<file path="src/rtl/vga_rx_monitor.sv">
// Receive-side VGA monitor: recovers sync timing, locks to the frame, and
// regenerates pixel coordinates, colour, a per-frame checksum and an error count.
module vga_rx_monitor #(
   parameter int CLKS_PER_PIX = 4,
   parameter int H_TOTAL      = 800,
   parameter int V_TOTAL      = 525,
   parameter int H_ACTIVE     = 640,
   parameter int V_ACTIVE     = 480
) (
   input  logic        ClkPort,
   input  logic        Reset,
   input  logic        hSync,
   input  logic        vSync,
   input  logic        bright,
   input  logic [3:0]  vgaR,
   input  logic [3:0]  vgaG,
   input  logic [3:0]  vgaB,
   output logic        pix_valid,
   output logic [9:0]  pix_x,
   output logic [9:0]  pix_y,
   output logic [11:0] pix_rgb,
   output logic        locked,
   output logic        frame_done,
   output logic [15:0] frame_sum,
   output logic        err_pulse,
   output logic [7:0]  err_count
);

   localparam int            PW       = (CLKS_PER_PIX > 1) ? $clog2(CLKS_PER_PIX) : 1;
   localparam logic [PW-1:0] PH_LAST  = PW'(CLKS_PER_PIX - 1);
   localparam logic [PW-1:0] PH_ZERO  = {PW{1'b0}};
   localparam logic [PW-1:0] PH_ONE   = PW'(1);
   localparam logic [11:0]   LEN_EXP  = 12'(H_TOTAL * CLKS_PER_PIX - 1);
   localparam logic [9:0]    H_ACT    = 10'(H_ACTIVE);
   localparam logic [9:0]    V_ACT    = 10'(V_ACTIVE);
   localparam logic [9:0]    V_TOT    = 10'(V_TOTAL);

   typedef enum logic [1:0] {
      SEARCH  = 2'd0,
      MEASURE = 2'd1,
      LOCKED  = 2'd2
   } state_t;

   function automatic logic [7:0] sat_inc8(input logic [7:0] v);
      return (v == 8'hFF) ? v : v + 8'd1;
   endfunction

   logic          hs_r, vs_r, br_r, hs_d_r, vs_d_r, br_d_r;
   logic [11:0]   rgb_r;
   logic [11:0]   len_r;
   logic          hs_seen_r;
   logic [PW-1:0] phase_r;
   logic [9:0]    sample_cnt_r, line_cnt_r, act_line_r;
   logic [15:0]   sum_acc_r;
   logic          frame_bad_r;
   state_t        state_r;

   logic          hs_fall_s, vs_fall_s, br_rise_s, sample_s, line_has_pix_s;
   logic          line_err_s, frame_err_s, err_s;
   logic [PW-1:0] phase_eff_s, phase_nxt_s;
   logic [9:0]    lines_s, acts_s;

   // Edge detection, pixel phase and per-line / per-frame timing checks.
   always_comb begin
      hs_fall_s      = hs_d_r & ~hs_r;
      vs_fall_s      = vs_d_r & ~vs_r;
      br_rise_s      = br_r & ~br_d_r;
      phase_eff_s    = br_rise_s ? PH_ZERO : phase_r;
      sample_s       = br_r && (phase_eff_s == PH_ZERO);
      phase_nxt_s    = (!br_r || (phase_eff_s == PH_LAST)) ? PH_ZERO : phase_eff_s + PH_ONE;
      line_has_pix_s = (sample_cnt_r != 10'd0);
      line_err_s     = hs_fall_s && ((hs_seen_r && (len_r != LEN_EXP)) ||
                                     (line_has_pix_s && (sample_cnt_r != H_ACT)));
      // A coincident hs_fall belongs to the frame that is ending.
      lines_s        = line_cnt_r + {9'd0, hs_fall_s};
      acts_s         = act_line_r + {9'd0, hs_fall_s & line_has_pix_s};
      frame_err_s    = vs_fall_s && ((lines_s != V_TOT) || (acts_s != V_ACT));
      err_s          = line_err_s | frame_err_s;
   end

   // Input register stage plus delayed copies for edge detection.
   always_ff @(posedge ClkPort or posedge Reset) begin
      if (Reset) begin
         hs_r   <= 1'b1;
         vs_r   <= 1'b1;
         br_r   <= 1'b0;
         rgb_r  <= 12'd0;
         hs_d_r <= 1'b1;
         vs_d_r <= 1'b1;
         br_d_r <= 1'b0;
      end else begin
         hs_r   <= hSync;
         vs_r   <= vSync;
         br_r   <= bright;
         rgb_r  <= {vgaR, vgaG, vgaB};
         hs_d_r <= hs_r;
         vs_d_r <= vs_r;
         br_d_r <= br_r;
      end
   end

   // Line length, pixel phase, sample and line counters.
   always_ff @(posedge ClkPort or posedge Reset) begin
      if (Reset) begin
         len_r        <= 12'd0;
         hs_seen_r    <= 1'b0;
         phase_r      <= PH_ZERO;
         sample_cnt_r <= 10'd0;
         line_cnt_r   <= 10'd0;
         act_line_r   <= 10'd0;
      end else begin
         phase_r <= phase_nxt_s;
         if (hs_fall_s) begin
            len_r        <= 12'd0;
            hs_seen_r    <= 1'b1;
            sample_cnt_r <= 10'd0;
         end else begin
            if (len_r != 12'hFFF) begin
               len_r <= len_r + 12'd1;
            end
            if (sample_s) begin
               sample_cnt_r <= sample_cnt_r + 10'd1;
            end
         end
         if (vs_fall_s) begin
            line_cnt_r <= 10'd0;
            act_line_r <= 10'd0;
         end else if (hs_fall_s) begin
            line_cnt_r <= line_cnt_r + 10'd1;
            act_line_r <= acts_s;
         end
      end
   end

   // Frame colour checksum, published at every vs_fall outside SEARCH.
   always_ff @(posedge ClkPort or posedge Reset) begin
      if (Reset) begin
         sum_acc_r <= 16'd0;
         frame_sum <= 16'd0;
      end else if (vs_fall_s) begin
         sum_acc_r <= sample_s ? {4'b0000, rgb_r} : 16'd0;
         if (state_r != SEARCH) begin
            frame_sum <= sum_acc_r;
         end
      end else if (sample_s) begin
         sum_acc_r <= sum_acc_r + {4'b0000, rgb_r};
      end
   end

   // Lock state machine with its registered status and error outputs.
   always_ff @(posedge ClkPort or posedge Reset) begin
      if (Reset) begin
         state_r     <= SEARCH;
         locked      <= 1'b0;
         frame_done  <= 1'b0;
         err_pulse   <= 1'b0;
         err_count   <= 8'd0;
         frame_bad_r <= 1'b0;
      end else begin
         frame_done <= 1'b0;
         err_pulse  <= 1'b0;
         case (state_r)
            SEARCH: begin
               if (vs_fall_s) begin
                  state_r <= MEASURE;
               end
            end
            MEASURE: begin
               if (err_s) begin
                  state_r <= SEARCH;
               end else if (vs_fall_s) begin
                  state_r <= LOCKED;
                  locked  <= 1'b1;
               end
            end
            LOCKED: begin
               if (err_s) begin
                  err_pulse <= 1'b1;
                  err_count <= sat_inc8(err_count);
               end
               if (vs_fall_s) begin
                  frame_done <= !frame_bad_r && !err_s;
                  if (frame_bad_r || err_s) begin
                     state_r <= MEASURE;
                     locked  <= 1'b0;
                  end
               end else if (line_err_s) begin
                  frame_bad_r <= 1'b1;
               end
            end
            default: begin
               state_r <= SEARCH;
               locked  <= 1'b0;
            end
         endcase
         if (vs_fall_s) begin
            frame_bad_r <= 1'b0;
         end
      end
   end

   // Registered pixel strobe with coordinates and colour.
   always_ff @(posedge ClkPort or posedge Reset) begin
      if (Reset) begin
         pix_valid <= 1'b0;
         pix_x     <= 10'd0;
         pix_y     <= 10'd0;
         pix_rgb   <= 12'd0;
      end else begin
         pix_valid <= sample_s && (state_r == LOCKED);
         if (sample_s && (state_r == LOCKED)) begin
            pix_x   <= sample_cnt_r;
            pix_y   <= act_line_r;
            pix_rgb <= rgb_r;
         end
      end
   end

endmodule

</file>
<file path="config.mk">
export PLATFORM = sky130hd
export DESIGN_NAME = vga_rx_monitor
export DESIGN_NICKNAME = d
export VERILOG_FILES = /design/src/rtl/vga_rx_monitor.sv
export SDC_FILE = /design/constraint.sdc
export NUM_CORES = 1
export LEC_CHECK = 0
export CORE_MARGIN = 2
export CORE_UTILIZATION = 34
export CTS_CLUSTER_SIZE = 24
export DETAILED_ROUTE_END_ITERATION = 12
export PLACE_DENSITY = 0.56
export SETUP_SLACK_MARGIN = 0.1
export SKIP_CTS_REPAIR_TIMING = 1
export SLEW_MARGIN = 10
export SYNTH_ARGS = -nofsm -noshare
export SYNTH_HDL_FRONTEND = slang
export SYNTH_SLANG_ARGS = --single-unit
</file>
<file path="constraint.sdc">
create_clock -name ClkPort -period 4.9 [get_ports ClkPort]
set_clock_uncertainty 0.15 [all_clocks]
set_input_delay 0.735 -clock ClkPort [delete_from_list [all_inputs] [get_ports ClkPort]]
set_output_delay 0.735 -clock ClkPort [all_outputs]
set_load 0.005 [all_outputs]
</file>
Yosys cells after proc, flatten, opt, wreduce, memory -nomap -nowiden
Index checks and enable logic that the tools add are counted.
W data, S select, Z words.
{"block": "classes", "muxes": 31, "n_reduce_logical": 29, "eq_ne": 15, "add_sub_neg": 8, "n_bitwise": 10}
{"op": "$mux W10", "count": 6}
{"op": "$mux W12", "count": 3}
{"op": "$mux W16", "count": 2}
{"op": "$ne A12 B12 Y1 const B", "count": 2}
{"op": "$add A10 B1 Y10", "count": 2}
{"op": "$add A10 B1 Y10 const B", "count": 2}
{"op": "$ne A10 B10 Y1 const B", "count": 2}
{"op": "$add A16 B12 Y16", "count": 1}
{"op": "$mux W2", "count": 7}
{"op": "$reduce_bool A2 Y1", "count": 7}
{"op": "$add A12 B1 Y12 const B", "count": 1}
{"op": "$mux W1", "count": 11}
{"op": "$ne A10 B9 Y1 const B", "count": 1}
{"op": "$ne A2 B2 Y1 const B", "count": 5}
{"op": "$reduce_bool A10 Y1", "count": 1}
{"op": "$add A8 B1 Y8 const B", "count": 1}
{"op": "$eq A8 B8 Y1 const B", "count": 1}
{"op": "$logic_and A1 B1 Y1", "count": 7}
{"op": "$pmux W2 S3", "count": 1}
{"op": "$not A1 Y1", "count": 5}
{"op": "$reduce_and A5 Y1", "count": 1}
{"op": "$and A1 B1 Y1", "count": 4}
{"op": "$eq A2 B2 Y1 const B", "count": 2}
{"op": "$logic_not A2 Y1", "count": 2}
{"op": "10 further kinds", "count": 16}
{"block": "word_totals", "wordCells": 118, "regBits": 142}

Depth between registers and ports, before layout
{"block": "depth", "depth_word": 12, "depth_mapped": 13, "mapped_depth_nobuf": 12}

Worst setup path before layout
Ideal clock, no wire load.
{"block": "synth_timing", "kind": "reg2reg", "startpoint": "register hs_d_r", "endpoint": "register err_count[1]", "setup_ns": 0.125, "path_stages_with_launch": 13, "slack_ns": 1.460, "required_time_ns": 4.625, "synth_period_minus_slack_ns": 3.440, "arrival_ns": 3.165, "n_path_buf": 2, "cell_sequence": "dfstp_2 nand2b_1 inv_1 buf_1 buf_1 ha_1 ha_1 nor4b_1 nand2_1 a2111oi_4 o2111ai_2 o211ai_4 mux2_4"}
{"block": "synth_via", "elab_chain_len": 8}
{"element": "start, declared", "line_no": "48", "rtl": "logic hs_r, vs_r, br_r, hs_d_r, vs_d_r, br_d_r;"}
{"element": "start signal, assigned", "line_no": "96", "rtl": "hs_d_r <= hs_r;"}
{"element": "$and A1 B1 Y1 *", "line_no": "65", "rtl": "hs_fall_s = hs_d_r & ~hs_r;"}
{"element": "named net hs_fall_s", "line_no": "58", "rtl": "logic hs_fall_s, vs_fall_s, br_rise_s, sample_s, line_has_pix_s;"}
{"element": "$and A1 B1 Y1", "line_no": "76", "rtl": "acts_s = act_line_r + {9'd0, hs_fall_s & line_has_pix_s};"}
{"element": "$add A10 B1 Y10", "line_no": "76"}
{"element": "$ne A10 B9 Y1", "line_no": "77", "rtl": "frame_err_s = vs_fall_s && ((lines_s != V_TOT) || (acts_s != V_ACT));"}
{"element": "$logic_or A1 B1 Y1", "line_no": "77"}
{"element": "$logic_and A1 B1 Y1", "line_no": "77"}
{"element": "$or A1 B1 Y1 *", "line_no": "78", "rtl": "err_s = line_err_s | frame_err_s;"}
{"element": "$reduce_and A3 Y1 (no line) *"}
{"element": "end signal, assigned", "line_no": "179", "rtl": "err_count <= sat_inc8(err_count);"}
{"element": "end, declared", "line_no": "26", "rtl": "output logic [7:0] err_count"}
The timed path passes the listed nets; every way through them passes the cells marked *.
A chain may end at the register's enable or synchronous reset.

Worst setup path after layout
{"block": "layout_timing", "startpoint": "register hs_d_r", "endpoint": "register err_count[1]"}
{"block": "layout_via", "elab_chain_len": 8}
{"element": "$and A1 B1 Y1 *", "line_no": "65"}
{"element": "$and A1 B1 Y1", "line_no": "76"}
{"element": "$add A10 B1 Y10", "line_no": "76"}
{"element": "$ne A10 B9 Y1", "line_no": "77"}
{"element": "$logic_or A1 B1 Y1", "line_no": "77"}
{"element": "$logic_and A1 B1 Y1", "line_no": "77"}
{"element": "$or A1 B1 Y1 *", "line_no": "78"}
{"element": "$reduce_and A3 Y1 (no line) *"}
Every way passes the cells marked *; elsewhere a longest branch is shown, timed or not.

==> run summary <==
Critical Path Max Stage Delay: 510 ps
Initial Utilization: 0.347
final wirelength: 14700 µm
worst setup margin: 1320 ps
Synth area leaders: dfrtp_1 51%, mux2_2 7.2%, ha_1 4.3%
Worst setup SP type: register
Hold Path Class: register to register
mux cell area share after synthesis: 0.0896
status: finished, final reports clean
Post-synth EDFFs: 0
DR iter-0 viols: 278
CP max FO: 11
crit path capture type: register
CTS tree: built
Hold Path Stages: 0
number of placed I/O pins: 77
Post-Synth XOR/XNOR Area: 0.0557
Critical Path RT: 5060 ps
Synth Area in Simple Gates: 0.159
ant diodes: 0
Synth Area in Compound Gates: 0.103
Post-Synthesis Cells: 622
Num CTS Buffers: 17
asr flop ratio synth: 1.00
FMAX: 0.279 GHz
Syn Nets: 663
r2r startpoint: hs_d_r$_DFF_PP1_
vias in the first global route: 4940
ys flop type: dfrtp_1
NumNets Final: 744
crit path time final: 3580 ps
Reg2Reg Depth: 10
CP dominant cell by count: ha_1
Place WS: 1320 ps
Port Buffers: 76
global-route wire length before repair: 25100 µm
RSZ-0062 raised after global routing: false
Residual DRC: 0
main combinational cell family by area after synthesis: simple AND/OR/NAND/NOR gates
Die ar.: 21000 µm²
Max IR drop VDD: 0.213 mV
worst setup path class: register to register
grt total ovfl: 0
area grow syn2layout: 25.1%
Yosys top cell by area: dfrtp_1
Slew @ Worst Pin: 927 ps
Cell Area, Synth: 6760 µm²
commonest non-fill, non-tap cells in the layout: 138 x dfrtp_1, 76 x clkdlybuf4s50_1, 65 x nor2_1
Slew headroom: 0.379
Crit. Startpoint: hs_d_r$_DFF_PP1_
Pre-antenna DRT Iters: 4
CTS root buf: clkbuf_16
Yosys cell types: 60
Hold Fails Final Rpt: 0
core box area: 19500 µm²
vias: 4897
Final Max Tran Viols: 0
# rows: 51
Die H: 145 µm
Max Cap Viol: 0
gr usage total: 0.147
leakage: 3.75 nW
Final GP Congestion: 0.772
Chip Width: 145 µm
yosys warns: 0
largest net degree at the start of global routing: 94
sequential element share of the synthesized area: 0.527
crit path capture: err_count[1]$_DFFE_PP0P_
Avg Inst Size Synth: 10.9 µm²
Routed Antenna Nets: 0
CP Cell Sequence: nand2b_1 > a41oi_1 > ha_1 > ha_1 > nand2_1 > or3_1 > a221oi_2 > o2111ai_2 > o211ai_4 > mux2_4
Post-Synth Adder-Cell Area: 0.0455
routed len/inst: 15.0 µm
commonest non-fill, non-tap cell in the layout: dfrtp_1
R2R setup slack: 1320 ps
Yosys top cell area share: 0.511
Vias/cell: 4.99
post-DP HPWL: 10100 µm
worst skew pair latency: 420 ps
Arr. time, crit path: 3740 ps
Crit-path slowest cell: dfstp_2
# setup viols final: 0
Final Cycle Share: 0.730
#FFs+latches synth: 142
Power Density: 413 nW/µm²
clock tree buffer depth: 2
Clk pin slew, worst setup/hold paths: 60 ps
clock sink total: 142
initial antenna violation count: 0
layout cells sized above 1: 0.135
RR Endpoint: err_count[1]$_DFFE_PP0P_
H-tree levels: 4
TNS Setup: 0 ps
fill count: 1855
cells in the mapped netlist (5+ instances only):
master	count
o21ai_0	38
nor3_1	7
inv_1	16
clkbuf_1	15
xnor2_1	16
or3_1	5
xor2_1	27
nor2b_1	7
dfrtp_1	138
nand2b_1	8
nand2_1	58
mux2_2	43
nand4_1	12
ha_1	23
a21oi_1	21
nand3_1	23
nor2_1	65
mux2i_1	8
and3_1	8
o21a_1	5
metrics by stage:
stage          instance area (µm²)  power, mW  cells  hold WS (ps)  utilization
2_1_floorplan                 6760       1.88    622           201            -
3_3_place_gp                  7830       2.12    949           204        0.402
3_5_place_dp                  7830       2.14    949           206        0.402
4_1_cts                       8450       3.53    981           215        0.434
5_1_grt                       8450       3.69    981           222        0.434
6_report                      8450       3.49    981           216        0.434
cell type report:
type,instances,area (µm²),share of cell area
Sequential cell,142,3560,0.421
Multi-Input combinational cell,443,3060,0.362
Timing Repair Buffer,83,813,0.0962
Clock buffer,21,460,0.0545
Tap cell,265,332,0.0392
Clock inverter,11,164,0.0194
Inverter,16,65.1,0.00770
state kept, by name (all words and copies together), names as in the netlist, 2 cells and up:
register      count
frame_sum        16
phase_r           2
pix_y            10
sum_acc_r        16
sample_cnt_r     10
len_r            12
act_line_r       10
pix_x            10
err_count         8
rgb_r            12
state_r           2
pix_rgb          12
line_cnt_r       10
kinds of logic (layout without fill, tap and decap cells):
| logic type | after synthesis | after routing |
|---|---|---|
| flops | 142 | 142 |
| compound gates | 103 | 103 |
| simple gates | 219 | 219 |
| mux | 54 | 54 |
| fa+ha+maj | 24 | 24 |
| buf+inv | 37 | 131 |
| xor+xnor | 43 | 43 |
per-layer routing:
layer  part of all wire  wire [µm]  vias to the layer above  global-route usage
met5                  0          0                        -                   0
met4             0.0066         97                        0              0.0470
met3              0.031        453                        7              0.0371
met2               0.48       7120                       66               0.236
met1               0.48       7050                     2452               0.195
li1                   -          -                     2372                   -
report_power, final:
| part | switching (mW) | internal (mW) |
|---|---|---|
| registers | 0.128 | 1.32 |
| logic | 0.324 | 0.355 |
| clock network | 0.491 | 0.876 |
critical path, delay by kind of cell (launching register included):
kind	cells	cell delay [ps]
AOI/OAI and AO/OA	4	1140
DFF	1	510
and+or+nand+nor	3	810
muxes	1	330
adders and majority gates	2	520
how the worst min path moves through the flow:
stage | start | endpoint | slack, ps
2_1_floorplan | hs_r$_DFF_PP1_ | hs_d_r$_DFF_PP1_ | 200
3_3_place_gp | hs_r$_DFF_PP1_ | hs_d_r$_DFF_PP1_ | 200
3_5_place_dp | hs_r$_DFF_PP1_ | hs_d_r$_DFF_PP1_ | 210
4_1_cts | hs_r$_DFF_PP1_ | hs_d_r$_DFF_PP1_ | 210
5_1_grt | hs_r$_DFF_PP1_ | hs_d_r$_DFF_PP1_ | 220
6_report | hs_r$_DFF_PP1_ | hs_d_r$_DFF_PP1_ | 220
(Power assumes the default switching activity.)
==> edit 1, RTL diff (config.mk and constraints unchanged) <==
Register the inputs `hSync`, `vSync`, `bright`, `vgaR`, `vgaG` and `vgaB` before use, without a reset. The logic sees them one clock later.
--- a/src/rtl/vga_rx_monitor.sv
+++ b/src/rtl/vga_rx_monitor.sv
@@ -43,2 +43,18 @@
 
+   logic hSync_q;
+   logic vSync_q;
+   logic bright_q;
+   logic [3:0] vgaR_q;
+   logic [3:0] vgaG_q;
+   logic [3:0] vgaB_q;
+
+   always_ff @(posedge ClkPort) begin
+      hSync_q  <= hSync;
+      vSync_q  <= vSync;
+      bright_q <= bright;
+      vgaR_q   <= vgaR;
+      vgaG_q   <= vgaG;
+      vgaB_q   <= vgaB;
+   end
+
    function automatic logic [7:0] sat_inc8(input logic [7:0] v);
@@ -91,6 +107,6 @@
       end else begin
-         hs_r   <= hSync;
-         vs_r   <= vSync;
-         br_r   <= bright;
-         rgb_r  <= {vgaR, vgaG, vgaB};
+         hs_r   <= hSync_q;
+         vs_r   <= vSync_q;
+         br_r   <= bright_q;
+         rgb_r  <= {vgaR_q, vgaG_q, vgaB_q};
          hs_d_r <= hs_r;
Behaviour: not the same (Yosys sat finds a counterexample within 10 cycles, from zero or initial values and one cycle with Reset high).
==> edit 1 against the original RTL <==
Worst setup slack got worse by 820 ps. Power fell by 2.9%. Global-route usage fell by 0.48 points. Routed wire length fell by 2.1%. Critical endpoint unchanged. Synthesized cell count rose by 1.8%. Largest cell class unchanged. Non-clock buffer count fell by 3. Cell area rose by 1.7%. Combinational power fell by 4.0%. Maximum frequency fell by 19%. Sequential cell count rose by 15. Synthesized area rose by 3.9%.
==> edit 1: results (changes against the original RTL) <==
<table>
<tr><th>Metric</th><th>Value</th></tr>
<tr><th colspan="2">Place</th></tr>
<tr><td>Placed Instances</td><td>958 (+0.95%)</td></tr>
<tr><td>Place WS</td><td>463 ps (-859 ps)</td></tr>
<tr><td>RePlAce Congestion</td><td>0.814 (+5.4%)</td></tr>
<tr><td>Detailed placer's ending HPWL</td><td>9.89 mm (-2.1%)</td></tr>
<tr><th colspan="2">Worst hold path</th></tr>
<tr><td>End point of the most critical hold path</td><td>hs_r</td></tr>
<tr><td>Launch point of the worst hold path</td><td>hSync_q</td></tr>
<tr><th colspan="2">Detailed routing</th></tr>
<tr><td>Starting DRC count in detailed routing</td><td>232 (-17%)</td></tr>
<tr><td>Met2 Routed Length</td><td>7.21 mm (+1.2%)</td></tr>
<tr><td>Length of routed wiring on met1</td><td>6.56 mm (-6.9%)</td></tr>
<tr><td>Final WL</td><td>14.4 mm (-2.1%)</td></tr>
<tr><td>Routed met3 length</td><td>517 um (+14%)</td></tr>
<tr><th colspan="2">Pwr</th></tr>
<tr><td>Sequential cell power</td><td>1530 uW (+6%)</td></tr>
<tr><th colspan="2">Final layout</th></tr>
<tr><td>Fraction of final layout cells sized beyond drive strength 1</td><td>13.2% (-0.35 points)</td></tr>
<tr><td>Final instance count without filler cells</td><td>990 (+0.92%)</td></tr>
<tr><td>Number of filler cells placed in the layout</td><td>1924 (+3.7%)</td></tr>
<tr><th colspan="2">Worst setup path</th></tr>
<tr><td>Arrival time of data at the critical path endpoint</td><td>4550 ps (+810 ps)</td></tr>
<tr><td>Biggest cell delay along the critical path</td><td>490 ps (-20 ps)</td></tr>
<tr><td>Top cell family by delay on the critical path</td><td>simple AND/OR/NAND/NOR gates</td></tr>
<tr><td>Highest-delay cell along the critical path</td><td>sky130_fd_sc_hd__or4b_1</td></tr>
<tr><td>Origin of the critical flop-to-flop path</td><td>sample_cnt_r[0]</td></tr>
<tr><th colspan="2">GRT</th></tr>
<tr><td>Met1 Track Usage GR</td><td>18.4% (-1.1 points)</td></tr>
<tr><td>Fraction of met3 tracks used by global routing</td><td>3.67% (-0.038 points)</td></tr>
<tr><td>Pin count of the biggest net entering global routing</td><td>125 (+33%)</td></tr>
<tr><th colspan="2">Status</th></tr>
<tr><td>Run status</td><td>completed</td></tr>
<tr><th colspan="2">Synthesis</th></tr>
<tr><td>Top cells by area in the synthesized netlist</td><td>sky130_fd_sc_hd__dfrtp_1 49%, sky130_fd_sc_hd__mux2_2 7.1%, sky130_fd_sc_hd__dfxtp_1 4.3%</td></tr>
<tr><td>Share of synthesized flip-flops with an asynchronous set or reset</td><td>90.4% (-9.6 points)</td></tr>
<tr><td>Average cell area after synthesis</td><td>11.1 um2 (+2.1%)</td></tr>
<tr><td>Top cell types by occurrence after synthesis</td><td>138 x sky130_fd_sc_hd__dfrtp_1, 67 x sky130_fd_sc_hd__nor2_1, 57 x sky130_fd_sc_hd__nand2_1</td></tr>
<tr><th colspan="2">Timing</th></tr>
<tr><td>Slew at the pin with the worst max-slew slack</td><td>1100 ps (+169 ps)</td></tr>
</table>
-- edit 1: changes by cell type in the layout (fill, tap and decap cells not counted), sizes merged, moves of 4 or more --
cell | before | now
nand3 | 24 | 15
xnor2 | 16 | 22
and2 | 4 | 9
bufinv | 4 | 0
clkinv | 5 | 9
a21oi | 21 | 27
dfxtp | 0 | 15
and3 | 8 | 12
a31oi | 2 | 7
o21ai | 39 | 28
-- edit 1: layout make-up --
type                    instances  area, um2  area share, %
flip-flops and latches        157       3860           44.9
multi-input cells             437       3010           35.0
repair buffers                 80        791           9.20
clock buffers                  20        457           5.31
well taps                     270        338           3.93
clock inverters                12       88.8           1.03
inverters                      14       57.6          0.669
-- edit 1: metrics by stage --
stage                     total power, uW  hold WS (ps)  cell area (um2)
after detailed placement             2210           140             8050
final                                3390           146             8600
after floorplan                      1980           134             7020
after global placement               2200           141             8050
after global routing                 3600           158             8600
after CTS                            3440           149             8600
-- edit 1: cells by family after synthesis --
| logic type | count (synthesis) | share of synthesized area, % |
|---|---|---|
| fa+ha+maj | 24 | 4.39 |
| buf+inv | 39 | 2.25 |
| flops | 157 | 55.0 |
| compound gates | 100 | 9.63 |
| xor+xnor | 51 | 6.36 |
| simple gates | 212 | 14.4 |
| mux | 50 | 7.99 |
-- edit 1: how the worst max path moves through the flow --
stage	from	end	slack [ps]	cells past startpoint
after floorplan	Reset	act_line_r[0]	210	1
after global routing	sample_cnt_r[0]	err_count[1]	200	14
after detailed placement	sample_cnt_r[0]	err_count[1]	460	14
final	sample_cnt_r[0]	err_count[1]	500	14
after CTS	sample_cnt_r[0]	err_count[1]	470	14
after global placement	sample_cnt_r[0]	err_count[1]	550	14
==> edit 2, RTL diff (same settings) <==
Made on the original files. The parameter `CLKS_PER_PIX` goes from 4 to 2.
--- a/src/rtl/vga_rx_monitor.sv
+++ b/src/rtl/vga_rx_monitor.sv
@@ -3,3 +3,3 @@
 module vga_rx_monitor #(
-   parameter int CLKS_PER_PIX = 4,
+   parameter int CLKS_PER_PIX = 2,
    parameter int H_TOTAL      = 800,
Formal check against the unedited RTL: not equivalent (a bounded check fails within 10 cycles, from zero or initial values and one cycle with Reset high).
==> edit 2 against the original RTL <==
Non-clock buffer count increased by 1. Routed wire length decreased by 2.2%. Power decreased by 5.5%. Worst setup slack got worse by 180 ps. Worst hold slack improved by 1.0 ps. Critical path depth is 2 higher. Synthesized cell count is 1.6% lower. Cell area down 2.7%. Die area shrank 2.1%. Sequential cell count is 1 lower. Final cell count shrank 2.0%. Synthesized area fell by 2.2%. Critical path type unchanged. Critical endpoint unchanged.
==> edit 2: results (changes against the original RTL) <==
<table>
<tr><th>Metric</th><th>Value</th></tr>
<tr><th colspan="2">GRT</th></tr>
<tr><td>Global-route wire length before repair</td><td>24.5 mm (-2.6%)</td></tr>
<tr><td>Pin count of the biggest net entering global routing</td><td>111 (+18%)</td></tr>
<tr><td>Fraction of met3 tracks used by global routing</td><td>3.53% (-0.18 points)</td></tr>
<tr><th colspan="2">Detailed routing</th></tr>
<tr><td>Routed met3 length</td><td>611 um (+35%)</td></tr>
<tr><td>Starting DRC count in detailed routing</td><td>305 (+9.7%)</td></tr>
<tr><td>Final WL</td><td>14.4 mm (-2.2%)</td></tr>
<tr><td>Length of routed wiring on met1</td><td>7.10 mm (+0.72%)</td></tr>
<tr><td>Met2 Routed Length</td><td>6.54 mm (-8.1%)</td></tr>
<tr><th colspan="2">Worst setup path</th></tr>
<tr><td>Worst reg-to-reg path cell count</td><td>12 (+2)</td></tr>
<tr><td>Origin of the critical flop-to-flop path</td><td>hs_r</td></tr>
<tr><td>Arrival time of data at the critical path endpoint</td><td>3910 ps (+170 ps)</td></tr>
<tr><td>Worst reg-to-reg setup slack</td><td>1140 ps (-180 ps)</td></tr>
<tr><th colspan="2">Place</th></tr>
<tr><td>Detailed placer's ending HPWL</td><td>9.78 mm (-3.2%)</td></tr>
<tr><td>Dpl cell area</td><td>7660 um2 (-2.2%)</td></tr>
<tr><td>Place WS</td><td>1150 ps (-173 ps)</td></tr>
<tr><th colspan="2">Timing</th></tr>
<tr><td>Time the final worst path needs with I/O delays and setup</td><td>3760 ps (+176 ps)</td></tr>
<tr><td>Max-Slew Margin vs Limit</td><td>33.8% (-4.1 points)</td></tr>
<tr><th colspan="2">Pwr</th></tr>
<tr><td>Leak pwr</td><td>0.00373 uW (-0.43%)</td></tr>
<tr><td>Peak VDD IR</td><td>274 uV (+28%)</td></tr>
<tr><th colspan="2">Synthesis</th></tr>
<tr><td>Top cells by area in the synthesized netlist</td><td>sky130_fd_sc_hd__dfrtp_1 52%, sky130_fd_sc_hd__mux2_2 7.8%, sky130_fd_sc_hd__xor2_1 5.2%</td></tr>
<tr><td>Number of instances in the synthesized netlist</td><td>612 (-1.6%)</td></tr>
<tr><td>Sequential cell area fraction in the yosys report</td><td>53.5% (+0.80 points)</td></tr>
<tr><th colspan="2">Status</th></tr>
<tr><td>Run status</td><td>completed</td></tr>
<tr><th colspan="2">Final layout</th></tr>
<tr><td>Final non-filler cell area</td><td>8220 um2 (-2.7%)</td></tr>
<tr><td>Final instance count without filler cells</td><td>961 (-2.0%)</td></tr>
<tr><td>Number of filler cells placed in the layout</td><td>1794 (-3.3%)</td></tr>
</table>
-- edit 2: changes by cell type in the layout (fill, tap and decap cells not counted), sizes merged, moves of 4 or more --
cell | before | now
and3 | 8 | 15
mux2i | 8 | 3
nand3 | 24 | 18
a31oi | 2 | 6
o211ai | 5 | 1
o21ai | 39 | 30
a22oi | 4 | 0
nand2 | 58 | 47
or3 | 5 | 0
nor2 | 65 | 74
xor2 | 27 | 39
-- edit 2: kinds of logic (layout without fill, tap and decap cells) --
kind of cell	count (synthesis)	after routing	synth area share (%)
xor gates and xnor gates	58	58	7.69
AOI/OAI and AO/OA	83	83	7.59
muxes	49	49	8.29
and+or+nand+nor	220	220	16.3
adders and majority gates	22	22	4.28
buffers and inverters	39	128	2.40
DFF	141	141	53.5
-- edit 2: critical path, cell delays in order, from the launching register on --
cell	delay [ps]
sky130_fd_sc_hd__dfstp_2	530
sky130_fd_sc_hd__nand2b_1	390
sky130_fd_sc_hd__inv_1	80
sky130_fd_sc_hd__buf_4	250
sky130_fd_sc_hd__ha_1	240
sky130_fd_sc_hd__ha_1	290
sky130_fd_sc_hd__or4_1	460
sky130_fd_sc_hd__nor4_1	260
sky130_fd_sc_hd__nand4_1	170
sky130_fd_sc_hd__nor4_2	250
sky130_fd_sc_hd__buf_4	220
sky130_fd_sc_hd__nor3_1	80
sky130_fd_sc_hd__mux2_2	280
-- edit 2: layout make-up --
class                      count  area share [%]
tap                          260            3.96
sequential                   141            43.0
clock buffer                  21            5.48
timing repair buffer          84            9.98
inverter                      14           0.700
multi-input combinational    432            35.5
clock inverter                 9            1.41
-- edit 2: power groups by stage --
stage               Clock, uW  Sequential [uW]  Combinational, uW
finish                   1250             1400                644
global route             1340             1430                725
detailed placement          0             1430                647
global placement            0             1420                624
CTS                      1280             1410                649
floorplan                   0             1400                433
